[src/rtl/ar0134_pkg.sv]
// Shared constants and FSM encoding for the AR0134 parallel receiver.
package ar0134_pkg;

  localparam int AR0134_DATA_W    = 10;
  localparam int AR0134_ACT_PIX   = 1282;
  localparam int AR0134_ACT_LINES = 722;

  typedef enum logic [1:0] {
    SYNC  = 2'd0,
    IDLE  = 2'd1,
    FRAME = 2'd2
  } rxState_t;

endpackage

[src/rtl/ar0134_line_meas.sv]
// Line/frame geometry measurement: saturating pixel and line counters,
// per-frame error accumulation and frame status registers.
module ar0134_line_meas #(
  parameter int CNT_W     = 12,
  parameter int FCNT_W    = 16,
  parameter int EXP_PIX   = 1282,
  parameter int EXP_LINES = 722
) (
  input  logic              clk,
  input  logic              rstn,
  input  logic              frameStart,
  input  logic              pixInc,
  input  logic              lineClose,
  input  logic              frameClose,
  output logic [CNT_W-1:0]  lastPixCnt,
  output logic [CNT_W-1:0]  frameLineCnt,
  output logic              errPix,
  output logic              errLine,
  output logic [FCNT_W-1:0] frameCnt
);

  localparam logic [CNT_W-1:0] EXP_PIX_C   = CNT_W'(EXP_PIX);
  localparam logic [CNT_W-1:0] EXP_LINES_C = CNT_W'(EXP_LINES);

  function automatic logic [CNT_W-1:0] satInc(input logic [CNT_W-1:0] v);
    return (&v) ? v : v + 1'b1;
  endfunction

  logic [CNT_W-1:0] pixCnt;
  logic [CNT_W-1:0] lineCnt;
  logic [CNT_W-1:0] lineCntNext;
  logic             errAcc;
  logic             errAccNext;

  // Next-values include a line closing this cycle, so a frame that ends on
  // the same edge as its last line reports that line too.
  always_comb begin
    lineCntNext = lineClose ? satInc(lineCnt) : lineCnt;
    errAccNext  = errAcc | (lineClose & (pixCnt != EXP_PIX_C));
  end

  always_ff @(posedge clk) begin
    if (!rstn) begin
      pixCnt       <= '0;
      lineCnt      <= '0;
      errAcc       <= 1'b0;
      lastPixCnt   <= '0;
      frameLineCnt <= '0;
      errPix       <= 1'b0;
      errLine      <= 1'b0;
      frameCnt     <= '0;
    end else if (frameStart) begin
      pixCnt  <= '0;
      lineCnt <= '0;
      errAcc  <= 1'b0;
    end else begin
      if (pixInc) begin
        pixCnt <= satInc(pixCnt);
      end
      if (lineClose) begin
        lastPixCnt <= pixCnt;
        pixCnt     <= '0;
      end
      lineCnt <= lineCntNext;
      errAcc  <= errAccNext;
      if (frameClose) begin
        frameLineCnt <= lineCntNext;
        errLine      <= (lineCntNext != EXP_LINES_C);
        errPix       <= errAccNext;
        frameCnt     <= frameCnt + 1'b1;
      end
    end
  end

endmodule

[src/rtl/ar0134_rx_capture.sv]
// AR0134 parallel-bus receiver: input sampling, one-pixel hold stage and
// capture FSM producing a pixel stream with SOF/EOL markers.
module ar0134_rx_capture
  import ar0134_pkg::*;
#(
  parameter int DATA_W    = AR0134_DATA_W,
  parameter int EXP_PIX   = AR0134_ACT_PIX,
  parameter int EXP_LINES = AR0134_ACT_LINES,
  parameter int CNT_W     = 12,
  parameter int FCNT_W    = 16
) (
  input  logic              iPixelClk,
  input  logic              iRstn,
  input  logic              iFV,
  input  logic              iLV,
  input  logic [DATA_W-1:0] iData,
  output logic              oValid,
  output logic [DATA_W-1:0] oData,
  output logic              oSOF,
  output logic              oEOL,
  output logic              oFrameDone,
  output logic [CNT_W-1:0]  oLineCnt,
  output logic [CNT_W-1:0]  oPixCnt,
  output logic              oErrPix,
  output logic              oErrLine,
  output logic [FCNT_W-1:0] oFrameCnt,
  output logic [1:0]        oDbgState
);

  // Output stream: no back-pressure. oValid is a one-cycle strobe; oData,
  // oSOF and oEOL are meaningful only in a cycle where oValid is high.

  logic              fvQ, lvQ, fvQq, lvQq;
  logic [DATA_W-1:0] dQ;
  logic [DATA_W-1:0] hold;
  logic              holdValid;
  logic              sofPending;
  rxState_t          state;

  logic fvRise, fvFall, lvFall;
  logic frameStart, frameClose, lineClose, pixInc;

  // Input registers run through reset so SYNC sees the real FV level.
  always_ff @(posedge iPixelClk) begin
    fvQ  <= iFV;
    lvQ  <= iLV;
    dQ   <= iData;
    fvQq <= fvQ;
    lvQq <= lvQ;
  end

  always_comb begin
    fvRise     = fvQ & ~fvQq;
    fvFall     = ~fvQ & fvQq;
    lvFall     = ~lvQ & lvQq;
    frameStart = (state == IDLE) & fvRise;
    frameClose = (state == FRAME) & fvFall;
    lineClose  = (state == FRAME) & holdValid & (fvFall | lvFall);
    pixInc     = (state == FRAME) & ~fvFall & lvQ;
  end

  always_ff @(posedge iPixelClk) begin
    if (!iRstn) begin
      state      <= SYNC;
      hold       <= '0;
      holdValid  <= 1'b0;
      sofPending <= 1'b0;
      oValid     <= 1'b0;
      oData      <= '0;
      oSOF       <= 1'b0;
      oEOL       <= 1'b0;
      oFrameDone <= 1'b0;
    end else begin
      oValid     <= 1'b0;
      oSOF       <= 1'b0;
      oEOL       <= 1'b0;
      oFrameDone <= 1'b0;
      case (state)
        SYNC: begin
          if (!fvQ) state <= IDLE;
        end
        IDLE: begin
          holdValid <= 1'b0;
          if (fvRise) begin
            state      <= FRAME;
            sofPending <= 1'b1;
          end
        end
        FRAME: begin
          // The pixel sitting in FV-low dQ during an FV fall is blanking and is dropped.
          if (lineClose) begin
            oValid     <= 1'b1;
            oData      <= hold;
            oEOL       <= 1'b1;
            oSOF       <= sofPending;
            sofPending <= 1'b0;
            holdValid  <= 1'b0;
          end else if (pixInc) begin
            hold      <= dQ;
            holdValid <= 1'b1;
            if (holdValid) begin
              oValid     <= 1'b1;
              oData      <= hold;
              oSOF       <= sofPending;
              sofPending <= 1'b0;
            end
          end
          if (fvFall) begin
            oFrameDone <= 1'b1;
            state      <= IDLE;
          end
        end
        default: state <= SYNC;
      endcase
    end
  end

  assign oDbgState = state;

  ar0134_line_meas #(
    .CNT_W     (CNT_W),
    .FCNT_W    (FCNT_W),
    .EXP_PIX   (EXP_PIX),
    .EXP_LINES (EXP_LINES)
  ) uMeas (
    .clk          (iPixelClk),
    .rstn         (iRstn),
    .frameStart   (frameStart),
    .pixInc       (pixInc),
    .lineClose    (lineClose),
    .frameClose   (frameClose),
    .lastPixCnt   (oPixCnt),
    .frameLineCnt (oLineCnt),
    .errPix       (oErrPix),
    .errLine      (oErrLine),
    .frameCnt     (oFrameCnt)
  );

endmodule

[config.mk]
export PLATFORM = sky130hd
export DESIGN_NAME = ar0134_rx_capture
export DESIGN_NICKNAME = d
export VERILOG_FILES = /design/src/rtl/ar0134_pkg.sv /design/src/rtl/ar0134_line_meas.sv /design/src/rtl/ar0134_rx_capture.sv
export SDC_FILE = /design/constraint.sdc
export NUM_CORES = 1
export LEC_CHECK = 0
export ABC_AREA = 1
export BUFFER_PORTS_ARGS = -buffer_cell sky130_fd_sc_hd__buf_2
export CAP_MARGIN = 5
export CORE_ASPECT_RATIO = 0.9
export CORE_MARGIN = 2
export CORE_UTILIZATION = 35
export CTS_CLUSTER_SIZE = 40
export DETAILED_ROUTE_END_ITERATION = 7
export HOLD_SLACK_MARGIN = 0.12
export SLEW_MARGIN = 40
export SYNTH_ARGS = -nofsm -noshare
export SYNTH_HDL_FRONTEND = slang
export SYNTH_SLANG_ARGS = --single-unit
[constraint.sdc]
create_clock -name iPixelClk -period 1.9 [get_ports iPixelClk]
set_clock_uncertainty 0.1 [all_clocks]
set_input_delay 0.095 -clock iPixelClk [delete_from_list [all_inputs] [get_ports iPixelClk]]
set_output_delay 0.095 -clock iPixelClk [all_outputs]
set_load 0.01 [all_outputs]
; Word-level counts from Yosys, hierarchy flattened
; Cells that the tools add are included.
[word_totals]
register_bits = 109
in_bits = 14
out_inout_bits = 58
[op_classes]
eq_ne = 9
n_reduce_logical = 17
bitwise_logic = 20
add_sub_neg = 3
mux = 25
[ops]
columns = operator, count
row1 = 10-bit 2-to-1 mux, 3
row2 = 12-bit by 1-bit adder with 12-bit output (second input constant), 2
row3 = 12-bit 2-to-1 mux, 2
row4 = 12-bit AND reduction, 2
row5 = 16-bit by 1-bit adder with 16-bit output (second input constant), 1
row6 = 1-bit 2-to-1 mux, 14
row7 = 12-bit by 10-bit != test with 1-bit output (second input constant), 1
row8 = 12-bit by 11-bit != test with 1-bit output (second input constant), 1
row9 = 1-bit bitwise AND, 10
row10 = 2-bit AND reduction, 5
row11 = 3-bit AND reduction, 3
row12 = 1-bit NOT, 8
row13 = 2-bit 2-to-1 mux, 3
row14 = 2-bit != test (second input constant), 3
row15 = 3-bit by 2-bit != test with 1-bit output (second input constant), 2
row16 = 2-bit case mux with 3 select lines, 1
row17 = 2-bit nonzero test, 3
row18 = 1-bit case mux with 2 select lines, 2
row19 = 4-bit AND reduction, 1
row20 = 3-bit OR reduction, 1
row21 = 2-bit by 1-bit equality test with 1-bit output (second input constant), 1
row22 = 2-bit equality test (second input constant), 1
row23 = 2-bit zero test, 1
row24 = 1-bit bitwise OR, 2
row25 = 2-bit OR reduction, 1

; Longest topological paths before layout
[logic_depth]
ltp_word = 8
ltp_mapped = 14
depth_no_buf = 14

; By module
; A second synthesis with hierarchy kept.
[hier_totals]
hier_cells = 583
hier_area_um2 = 4460.5
[by_module_without_submodules]
columns = mod, n_inst, cells_per_inst, seq_area_each_um2, area_each_um2
row1 = ar0134_line_meas, 1, 423, 1341.3, 3041.7
row2 = ar0134_rx_capture, 1, 160, 840.8, 1418.9

; Least setup slack after synthesis
; Ideal clock, no wire load.
[synth_path]
path_type = register to register
from = register uMeas.lineCnt[0]
to = register uMeas.errLine
stages_incl_launch_ff = 13
arrival_ns = 1.449
setup_slack_ns = 0.242
period_less_slack_ns = 1.658
setup_time_ns = 0.109
n_path_buf = 0
required_ns = 1.691
cell_sequence = dfxtp_1 > ha_1 > inv_1 > nor2_1 > nand3_2 > nand3b_1 > nand2_1 > nor2_1 > nand2_1 > nor2_1 > nand3_1 > nand2_1 > inv_1
[synth_via]
elab_chain_len = 4
elab_cells_between_ends = 5
cone_classes = add/sub (1) / eq/ne (1) / mux (2) / reduce/logical (1)
[synth_rtl]
columns = element, line
row1 = "start, declared", ar0134_line_meas.sv:30  ; logic [CNT_W-1:0] lineCnt;
row2 = "start signal, assigned", ar0134_line_meas.sv:64  ; lineCnt <= lineCntNext;
row3 = 12-bit by 1-bit adder with 12-bit output or 12-bit AND reduction (tied branches), ar0134_line_meas.sv:26  ; return (&v) ? v : v + 1'b1;
row4 = 12-bit 2-to-1 mux, ar0134_line_meas.sv:26
row5 = 12-bit 2-to-1 mux *, ar0134_line_meas.sv:38  ; lineCntNext = lineClose ? satInc(lineCnt) : lineCnt;
row6 = 12-bit by 10-bit != test with 1-bit output *, ar0134_line_meas.sv:68  ; errLine <= (lineCntNext != EXP_LINES_C);
row7 = "end signal, assigned", ar0134_line_meas.sv:68
row8 = "end, declared", ar0134_line_meas.sv:18  ; output logic errLine,
; Every way passes the cells marked *; elsewhere a longest branch is shown, timed or not.
; A chain may end at the register's enable or synchronous reset.

; Worst setup path after layout
[layout_path]
from = register state[0] (netlist: oDbgState[0])
to = register uMeas.errLine
[layout_via]
elab_chain_len = 5
elab_cells_between_ends = 10
cone_classes = eq/ne (3) / mux (1) / bitwise (5) / reduce/logical (1)
[layout_rtl]
columns = element, line
row1 = "start, declared", ar0134_rx_capture.sv:38  ; rxState_t state;
row2 = "start signal, assigned", ar0134_rx_capture.sv:64  ; state <= SYNC;
row3 = "start signal, assigned", ar0134_rx_capture.sv:80  ; if (!fvQ) state <= IDLE;
row4 = "start signal, assigned", ar0134_rx_capture.sv:85  ; state <= FRAME;
row5 = 2-bit equality test, "ar0134_rx_capture.sv:57, ar0134_rx_capture.sv:58"
row6 = 1-bit bitwise AND (2 in series), ar0134_rx_capture.sv:58  ; lineClose = (state == FRAME) & holdValid & (fvFall | lvFall);
row7 = 12-bit 2-to-1 mux, ar0134_line_meas.sv:38
row8 = 12-bit by 10-bit != test with 1-bit output, ar0134_line_meas.sv:68
; Parallel ways exist; a longest one is shown, timed or not.

==> flow_summary.ini <==
[timing]
min_period_ns = 1.80
hold_viol_final = 0
slew_viol_final = 0
fmax_ghz = 0.555
worstMarginPinSlew_ns = 0.461
relSlewSlack_pct = 69.2
min_period_over_period_pct = 94.8
setup_viol = 0
setup_ws_ns = 0.0987

[route]
highest_layer = met4
met1_length_mm = 4.90
wl_met2_mm = 4.91
wl_met3_um = 441
wl_mm = 10.4
vias_per_cell = 4.66
drtIter0Drc = 239
drc = 0
num_vias = 4041
first_pass_iters = 6
wl_per_cell_um = 12.0
ant_nets = 0

[cells_and_area]
antennaDiodeCount = 0
stdcell_area_um2 = 5730
fillers = 1279
final_common_cell = nand2_1
most-common-layout-cells = 104 x nand2_1, 99 x dfxtp_1, 81 x nor2_1
syn_to_final_growth_pct = 27.0
nets = 717
drive_gt1_share_pct = 24.1

[logic_synthesis]
avgSynthCellArea_um2 = 7.56
ys_seq_area_share_pct = 48.3
synthDistinctLibCells = 35
netlist.area_leader.share_pct = 48.3
syn_nets = 615
syn-cell-area_um2 = 4510
yosys.area.top_type = dfxtp_1
ys_warn_count = 0
synthTopCellsByArea = dfxtp_1 48%, nand2_1 9.1%, nor2_1 7.2%
syn_inst = 597
synth-seq-cells = 109

[floorplanning]
ioPinCount = 72
core_area_um2 = 12600
die_w_um = 124
start_util_pct = 35.7
num_rows = 39
die_area_um2 = 13800
die_height_um = 112

[critical_path]
cp_cell_sequence = inv_2, nand2_1, nor2_2, nand2_4, nor2_4, nand3_1, nand3_2, nand3_1, nor2_1, nand3_1, nand2_1, inv_1
setup.worst_path.end_class = flop
startpoint_type = flop
path_class = reg2reg
path_buf_inv = 2
cpLargestDelayFamily = simple AND/OR/NAND/NOR gates
crit_slowest_cell = dfxtp_4
worstPathRequired_ns = 2.06
cp_common_cell = nand3_1
critPathMaxStageDelay_ns = 0.37
worstPathArrival_ns = 1.96
cp_max_fo = 8

[grt]
grt_max_degree = 52
grt_overflow_total = 0
grt_antenna_before_repair = 0
grt_usage_pct = 16.0
grt_pass1_wl_mm = 17.6
grt_pass1_vias = 3706

[clock_network]
cts_tree = built
clkLatencyLatePin_ns = 0.36
clk_pin_slew_ns = 0.08
numClockSinks = 109
ctsLongestPathBuffers = 2
clk_root_buffer_cell = clkbuf_16
cts_buffers = 9
h-tree-depth = 3

[place]
hpwl_mm = 7.39
pre_cts_ws_ns = 0.0780
postPlaceCellArea_um2 = 5120
port_buffers = 71
place.gp.congestion = 0.876

[pwr]
p_leak_nw = 2.53
vdd_drop_max_v = 0.000518
power_per_cell_area_nw_per_um2 = 787

[status]
status = finished, final reports clean

[hold_path]
hp-class = reg2reg

[run]
drv_cap = 0
[state kept, by name (all words and copies together) (netlist names), 2 cells and up]
name	count
dQ	10
hold	10
oData	10
oDbgState	2
uMeas.frameCnt	16
uMeas.frameLineCnt	12
uMeas.lastPixCnt	12
uMeas.lineCnt	12
uMeas.pixCnt	12
[power by group]
part | internal, W | switching (W)
clock | 0.00108 | 0.000967
sequential | 0.00231 | 0.0000148
combinational | 0.0000610 | 0.0000824
total | 0.00345 | 0.00106
[worst reg2reg max path, stage by stage, from the launching register on]
cell,delay (ns)
dfxtp_4,0.37
inv_2,0.06
nand2_1,0.06
nor2_2,0.15
nand2_4,0.13
nor2_4,0.23
nand3_1,0.11
nand3_2,0.10
nand3_1,0.10
nor2_1,0.10
nand3_1,0.08
nand2_1,0.07
inv_1,0.04
[cell usage after synthesis]
| cell | count |
|---|---|
| ha_1 | 4 |
| o21bai_1 | 1 |
| o21a_1 | 1 |
| xor2_1 | 10 |
| a211oi_1 | 1 |
| nand2_2 | 3 |
| nand3b_1 | 1 |
| nor4_1 | 6 |
| inv_1 | 71 |
| nand2_1 | 109 |
| buf_1 | 1 |
| nand2_4 | 2 |
| o21ai_0 | 46 |
| nor2_4 | 5 |
| a21oi_1 | 41 |
| a31oi_1 | 2 |
| nor2_2 | 7 |
| clkbuf_1 | 8 |
| dfxtp_1 | 109 |
| a211oi_2 | 1 |
| nand4_1 | 4 |
| o211ai_1 | 9 |
| buf_6 | 2 |
| buf_4 | 1 |
| buf_2 | 7 |
| nor3_1 | 10 |
| xnor2_1 | 2 |
| a21boi_1 | 1 |
| nand3_2 | 4 |
| a21boi_0 | 1 |
| nand3_1 | 28 |
| nor3_4 | 1 |
| nor2_1 | 87 |
| nor3b_1 | 3 |
| inv_2 | 8 |
[per-layer routing]
layer  track usage, %  up-vias
met5                0        -
met4             6.59        0
met3             4.20       12
met2             25.7       70
met1             20.2     1850
li1                 -     2109
[area by class of cell]
class	count	area, um2	share of cell area (%)
clock buffers	9	225	3.93
inverters	79	302	5.26
well taps	164	205	3.58
repair buffers	109	686	12.0
clock inverters	7	98.8	1.72
multi-input cells	391	2020	35.2
flip-flops and latches	109	2200	38.3
[logic make-up after synthesis]
family | count (synthesis) | share of synthesized area (%)
XOR/XNOR | 12 | 2.33
adder cells (fa/ha/maj) | 4 | 1.11
AND/OR/NAND/NOR | 270 | 26.9
flip-flops | 109 | 48.3
buffers and inverters | 98 | 8.76
AO/OA/AOI/OAI | 104 | 12.5
[metrics by stage]
stage / TNS [ns] / total power (W) / hold slack [ns] / utilization [%] / cells
floorplan: 0 / 0.00245 / 0.0227 / - / 597
global placement: 0 / 0.00250 / 0.0970 / 40.5 / 830
detailed placement: 0 / 0.00250 / 0.0986 / 40.5 / 830
CTS: 0 / 0.00456 / 0.246 / 44.1 / 859
global route: -0.0425 / 0.00468 / 0.251 / 45.4 / 868
finish: 0 / 0.00451 / 0.255 / 45.4 / 868
[what timing repair did]
item / in CTS / in global routing
hold endpoints to repair: 13 / 0
setup endpoints to repair: 0 / 36
buffers inserted: 0 / 8
hold buffers: 13 / 0
resized for setup: 0 / 34
[path summary, 6_finish.rpt]
kind         cells after the start       endpoint         start  slack (ns)
min reg2reg                      0           lvQq           lvQ        0.25
max reg2reg                     12  uMeas.errLine  oDbgState[0]         0.1
min                              0           lvQq           lvQ        0.25
max                             12  uMeas.errLine  oDbgState[0]         0.1
(Power assumes the default switching activity.)
